<file path="config.mk">
export PLATFORM = sky130hd
export DESIGN_NAME = cacheline_burst_adapter
export DESIGN_NICKNAME = d
export VERILOG_FILES = /design/src/rtl/cacheline_burst_adapter.sv
export SDC_FILE = /design/constraint.sdc
export NUM_CORES = 1
export LEC_CHECK = 0
export CORE_AREA = 2 2 278 280
export CTS_BUF_LIST = sky130_fd_sc_hd__clkbuf_4
export DETAILED_ROUTE_END_ITERATION = 8
export DIE_AREA = 0 0 280 282
export SYNTH_ARGS = -nofsm -noshare
export SYNTH_HDL_FRONTEND = slang
export SYNTH_SLANG_ARGS = --single-unit
</file>
<file path="constraint.sdc">
create_clock -name clk -period 3 [get_ports clk]
set_input_delay 0.6 -clock clk [delete_from_list [all_inputs] [get_ports clk]]
set_output_delay 0.6 -clock clk [all_outputs]
set_load 0.05 [all_outputs]
</file>
<file path="src/rtl/cacheline_burst_adapter.sv">
// cacheline_burst_adapter: serializes whole cache-line reads and writebacks into
// fixed-width memory bursts and pulses pmem_resp once the line completes.
module cacheline_burst_adapter #(
    parameter int S_OFFSET = 5,
    parameter int S_LINE   = 8 * (2 ** S_OFFSET),
    parameter int S_BURST  = 64
) (
    input  logic               clk,
    input  logic               rst,
    input  logic               pmem_read,
    input  logic               pmem_write,
    input  logic [31:0]        pmem_address,
    input  logic [S_LINE-1:0]  pmem_wdata,
    output logic [S_LINE-1:0]  pmem_rdata,
    output logic               pmem_resp,
    output logic               mem_read,
    output logic               mem_write,
    output logic [31:0]        mem_address,
    output logic [S_BURST-1:0] mem_wdata,
    input  logic [S_BURST-1:0] mem_rdata,
    input  logic               mem_resp
);
    localparam int BEATS = S_LINE / S_BURST;
    localparam int CW = BEATS > 1 ? $clog2(BEATS) : 1;
    localparam logic [CW-1:0] LAST = CW'(BEATS - 1);
    localparam logic [31:0] OFF_MASK = (32'd1 << S_OFFSET) - 32'd1;

    typedef enum logic [1:0] {IDLE, RD_BURST, WR_BURST, DONE} state_t;

    state_t            state;
    logic [CW-1:0]     cnt;
    logic [S_LINE-1:0] line_buf;
    logic [S_LINE-1:0] rd_line;

    // One buffer holds the latched writeback line or the read line being assembled.
    always_comb begin
        rd_line = line_buf;
        rd_line[cnt*S_BURST +: S_BURST] = mem_rdata;
    end

    assign mem_wdata = mem_write ? line_buf[cnt*S_BURST +: S_BURST] : '0;

    always_ff @(posedge clk) begin
        if (rst) begin
            state       <= IDLE;
            cnt         <= '0;
            line_buf    <= '0;
            pmem_rdata  <= '0;
            pmem_resp   <= 1'b0;
            mem_read    <= 1'b0;
            mem_write   <= 1'b0;
            mem_address <= '0;
        end else begin
            case (state)
                IDLE: begin
                    pmem_resp <= 1'b0;
                    if (pmem_write) begin
                        line_buf    <= pmem_wdata;
                        mem_address <= pmem_address & ~OFF_MASK;
                        mem_write   <= 1'b1;
                        state       <= WR_BURST;
                    end else if (pmem_read) begin
                        mem_address <= pmem_address & ~OFF_MASK;
                        mem_read    <= 1'b1;
                        state       <= RD_BURST;
                    end
                end
                RD_BURST: if (mem_resp) begin
                    line_buf <= rd_line;
                    cnt      <= cnt + 1'b1;
                    if (cnt == LAST) begin
                        pmem_rdata <= rd_line;
                        pmem_resp  <= 1'b1;
                        mem_read   <= 1'b0;
                        cnt        <= '0;
                        state      <= DONE;
                    end
                end
                WR_BURST: if (mem_resp) begin
                    cnt <= cnt + 1'b1;
                    if (cnt == LAST) begin
                        pmem_resp <= 1'b1;
                        mem_write <= 1'b0;
                        cnt       <= '0;
                        state     <= DONE;
                    end
                end
                DONE: begin
                    pmem_resp <= 1'b0;
                    cnt       <= '0;
                    state     <= IDLE;
                end
                default: state <= IDLE;
            endcase
        end
    end
endmodule
</file>
==> impl_metrics.env <==
export IMPL_post_place_ws_ns=0.435
export IMPL_synthesis_instances=2942
export IMPL_ios=712
export IMPL_setup_violations=64
export IMPL_worstPathCellList="buf_12 -> buf_16 -> mux4_2 -> and2_4 -> buf_6"
export IMPL_netlist_cell_type_count=44
export IMPL_cap_viol_max_count=0
export IMPL_track_usage_pct=28.2
export IMPL_fin_util_pct=47.3
export IMPL_cell_row_count=101
export IMPL_cts_reportedPaths_clkPinSlew_ns=0.06
export IMPL_initial_utilization_pct=33.0
export IMPL_final_min_period_over_clock_period_pct=104
export IMPL_grt_start_max_net_pins=105
export IMPL_die_height_um=282
export IMPL_cts_root_buffer="clkbuf_4"
export IMPL_synth_seq_area_share_pct=43.8
export IMPL_cp_data_required_time_ns=2.40
export IMPL_postSynth_asyncResetShare_pct=0
export IMPL_placeableCoreArea_mm2=0.0757
export IMPL_synth_seq_cells=546
export IMPL_layout_setup_ws_ns=-0.127
export IMPL_count_of_final_max_slew_check_failures=0
export IMPL_routed_wire_length_per_instance_um=24.8
export IMPL_worst_path_class_setup="flop to output port"
export IMPL_drt_pass1_iter_count=5
export IMPL_finish_instance_area_mm2=0.0358
export IMPL_clock_tree_htree_level_count=4
export IMPL_clock_path_buffers=3
export IMPL_ys_flop_type="dfxtp_1"
export IMPL_violated_checks="setup timing"
export IMPL_postPlaceCellArea_mm2=0.0330
export IMPL_critPathMaxStageDelay_ns=0.53
export IMPL_worstPathArrival_ns=2.53
export IMPL_critical_path_slowest_cell="mux4_2"
export IMPL_gp_congestion=0.883
export IMPL_initial_antenna_violation_count=23
export IMPL_global_route_wire_length_before_repair_um=170000
export IMPL_final_setup_skew_ns=0.0489
export IMPL_final_cell_count_no_fill=4693
export IMPL_placed_cells=4392
export IMPL_post_synth_instance_area_mm2=0.0250
export IMPL_via_count_of_the_routed_design=26843
export IMPL_hp_class="primary input to flop"
export IMPL_timing_worst_slew_pin_value_ns=0.899
export IMPL_dr_first_iter_drc_count=2283
export IMPL_final_hold_violation_count=0
export IMPL_synth_edff_count=0
export IMPL_postSynthAreaPerCell_um2=8.49
export IMPL_combined_area_of_the_multi_input_logic_cells_mm2=0.0119
export IMPL_grt_remaining_overflow=0
export IMPL_crit_buf_inv=3
export IMPL_vdd_ir_drop_worst_mv=0.870
export IMPL_slew_headroom_pct=40.1
export IMPL_num_fill_cells=7351
export IMPL_tritoncts_num_buffers=155
export IMPL_seqCellArea_mm2=0.0109
export IMPL_library_cell_occupying_the_most_area_in_the_post_synthesis_netlist="dfxtp_1"
export IMPL_critical_path_max_fanout=6
export IMPL_final_nets=3952
export IMPL_design_die_area_mm2=0.0790
export IMPL_ant_nets=0
export IMPL_clkSinkCount=546
export IMPL_worst_setup_path_start_kind="flop"
export IMPL_drt_vias_per_instance=5.72
export IMPL_tritoncts="yes"
export IMPL_crit_path_end_kind="output port"
export IMPL_synth_top_cells_by_area="dfxtp_1 44%, a21oi_1 14%, o21ai_0 9.2%"
export IMPL_power_per_cell_area_mw_per_mm2=786
export IMPL_flow_area_growth_from_synthesis_pct=43.2
export IMPL_clk_insertion_delay_late_ns=0.97
export IMPL_rsz_0062_raised_after_global_routing="yes"
export IMPL_max_clock_freq_ghz=0.320
export IMPL_run_status="finished, violations left"
export IMPL_yosysWarnings=0
export IMPL_synth_top_cell_area_share_pct=43.8
export IMPL_first_global_vias=26179
export IMPL_drc=0
export IMPL_layout_cells_most_common="a21oi_1"
export IMPL_detailedPlacementHpwl_um=74400
export IMPL_power_leakage_nw=12.4
export IMPL_final_cell_mix="677 x a21oi_1, 633 x clkdlybuf4s50_1, 543 x dfxtp_1"
export IMPL_routed_wirelength_um=116000
export IMPL_die_outline_width_um=280
export IMPL_crit_family="multiplexers"
export IMPL_drive_gt1_share_pct=16.8
export IMPL_final_min_clock_period_ns=3.13
export IMPL_port_buffers=701
==> what timing repair did <==
action,CTS,global route
hold buffers,1,0
buffers inserted,6,0
endpoints found under the hold margin,22,0
setup endpoints to repair,67,64
gates cloned,5,2
gates resized for setup,157,4
==> area by class of cell <==
class                      instances  share of cell area, %
sequential                       546                   30.6
multi-input combinational       1818                   33.2
tap                              978                   3.42
timing repair buffer             804                   24.3
clock inverter                    31                  0.682
antenna                           21                  0.147
clock buffer                     235                   4.93
inverter                         260                   2.74
==> worst register-to-register path, cell delays in order (launching register included) <==
cell and delay (ns):
dfxtp_4 0.37, buf_12 0.15, buf_12 0.14, buf_4 0.16, inv_1 0.18, ha_4 0.26, nand3b_1 0.24, nor2_4 0.14
buf_12 0.35, a21oi_1 0.37, o32ai_1 0.32
==> power by group <==
group,internal (W),total (W),switching (W)
clock,0.00389,0.00729,0.00340
sequential,0.00855,0.00932,0.000773
combinational,0.00440,0.0115,0.00709
total,0.0168,0.0281,0.0113
==> synthesized netlist by cell type (3+ instances only) <==
cell,instances
buf_4,11
nor2b_1,4
buf_8,6
buf_1,11
mux4_2,64
nor2_1,67
and2_1,68
buf_2,98
o32ai_1,252
ha_1,10
inv_1,260
dfxtp_1,546
a21oi_2,59
o221ai_1,3
o21ai_0,458
clkbuf_1,194
nand2_1,63
a21oi_1,677
nand2b_1,3
a211oi_1,60
==> kinds of logic after synthesis <==
logic type | share of synthesized area, %
simple gates | 4.29
fa+ha+maj | 0.501
compound gates | 35.9
flops | 43.7
other cells | 0.0150
mux | 5.85
buf+inv | 9.73
==> metal layers <==
layer  vias up  part of all wire, %  routed length [um]  GRT usage, %
met1     13037                   40               47100          35.5
met5         -                0.054                  63             0
met3       300                  8.3                9700          7.33
li1      12128                    -                   -             -
met2      1368                   47               54500          45.4
met4        10                  4.3                4980          12.3
==> state kept, by name, indices dropped and copies added (netlist names) <==
register     flops
cnt              2
line_buf       256
pmem_resp        1
state            2
mem_read         1
pmem_rdata     256
mem_address     27
mem_write        1
==> metrics by stage <==
step | TNS [ns] | hold WS [ns] | power, W
final | -5.27 | 0.182 | 0.0281
after CTS | -14.17 | 0.0416 | 0.0280
after global placement | 0 | 0.442 | 0.0199
after global routing | -15.03 | 0.0730 | 0.0296
after floorplan | 0 | 0.445 | 0.0159
after detailed placement | 0 | 0.447 | 0.0200
==> worst paths after layout <==
| path | from | to | slack (ns) | cells past startpoint |
|---|---|---|---|---|
| worst max register to register | cnt[0] | line_buf[218] | 0.22 | 10 |
| worst min register to register | mem_address[14] | mem_address[14] | 0.45 | 2 |
| worst min-delay path | pmem_address[11] | mem_address[11] | 0.18 | 3 |
| worst max-delay path | cnt[0] | mem_wdata[26] | -0.13 | 5 |
(Power assumes the default switching activity.)
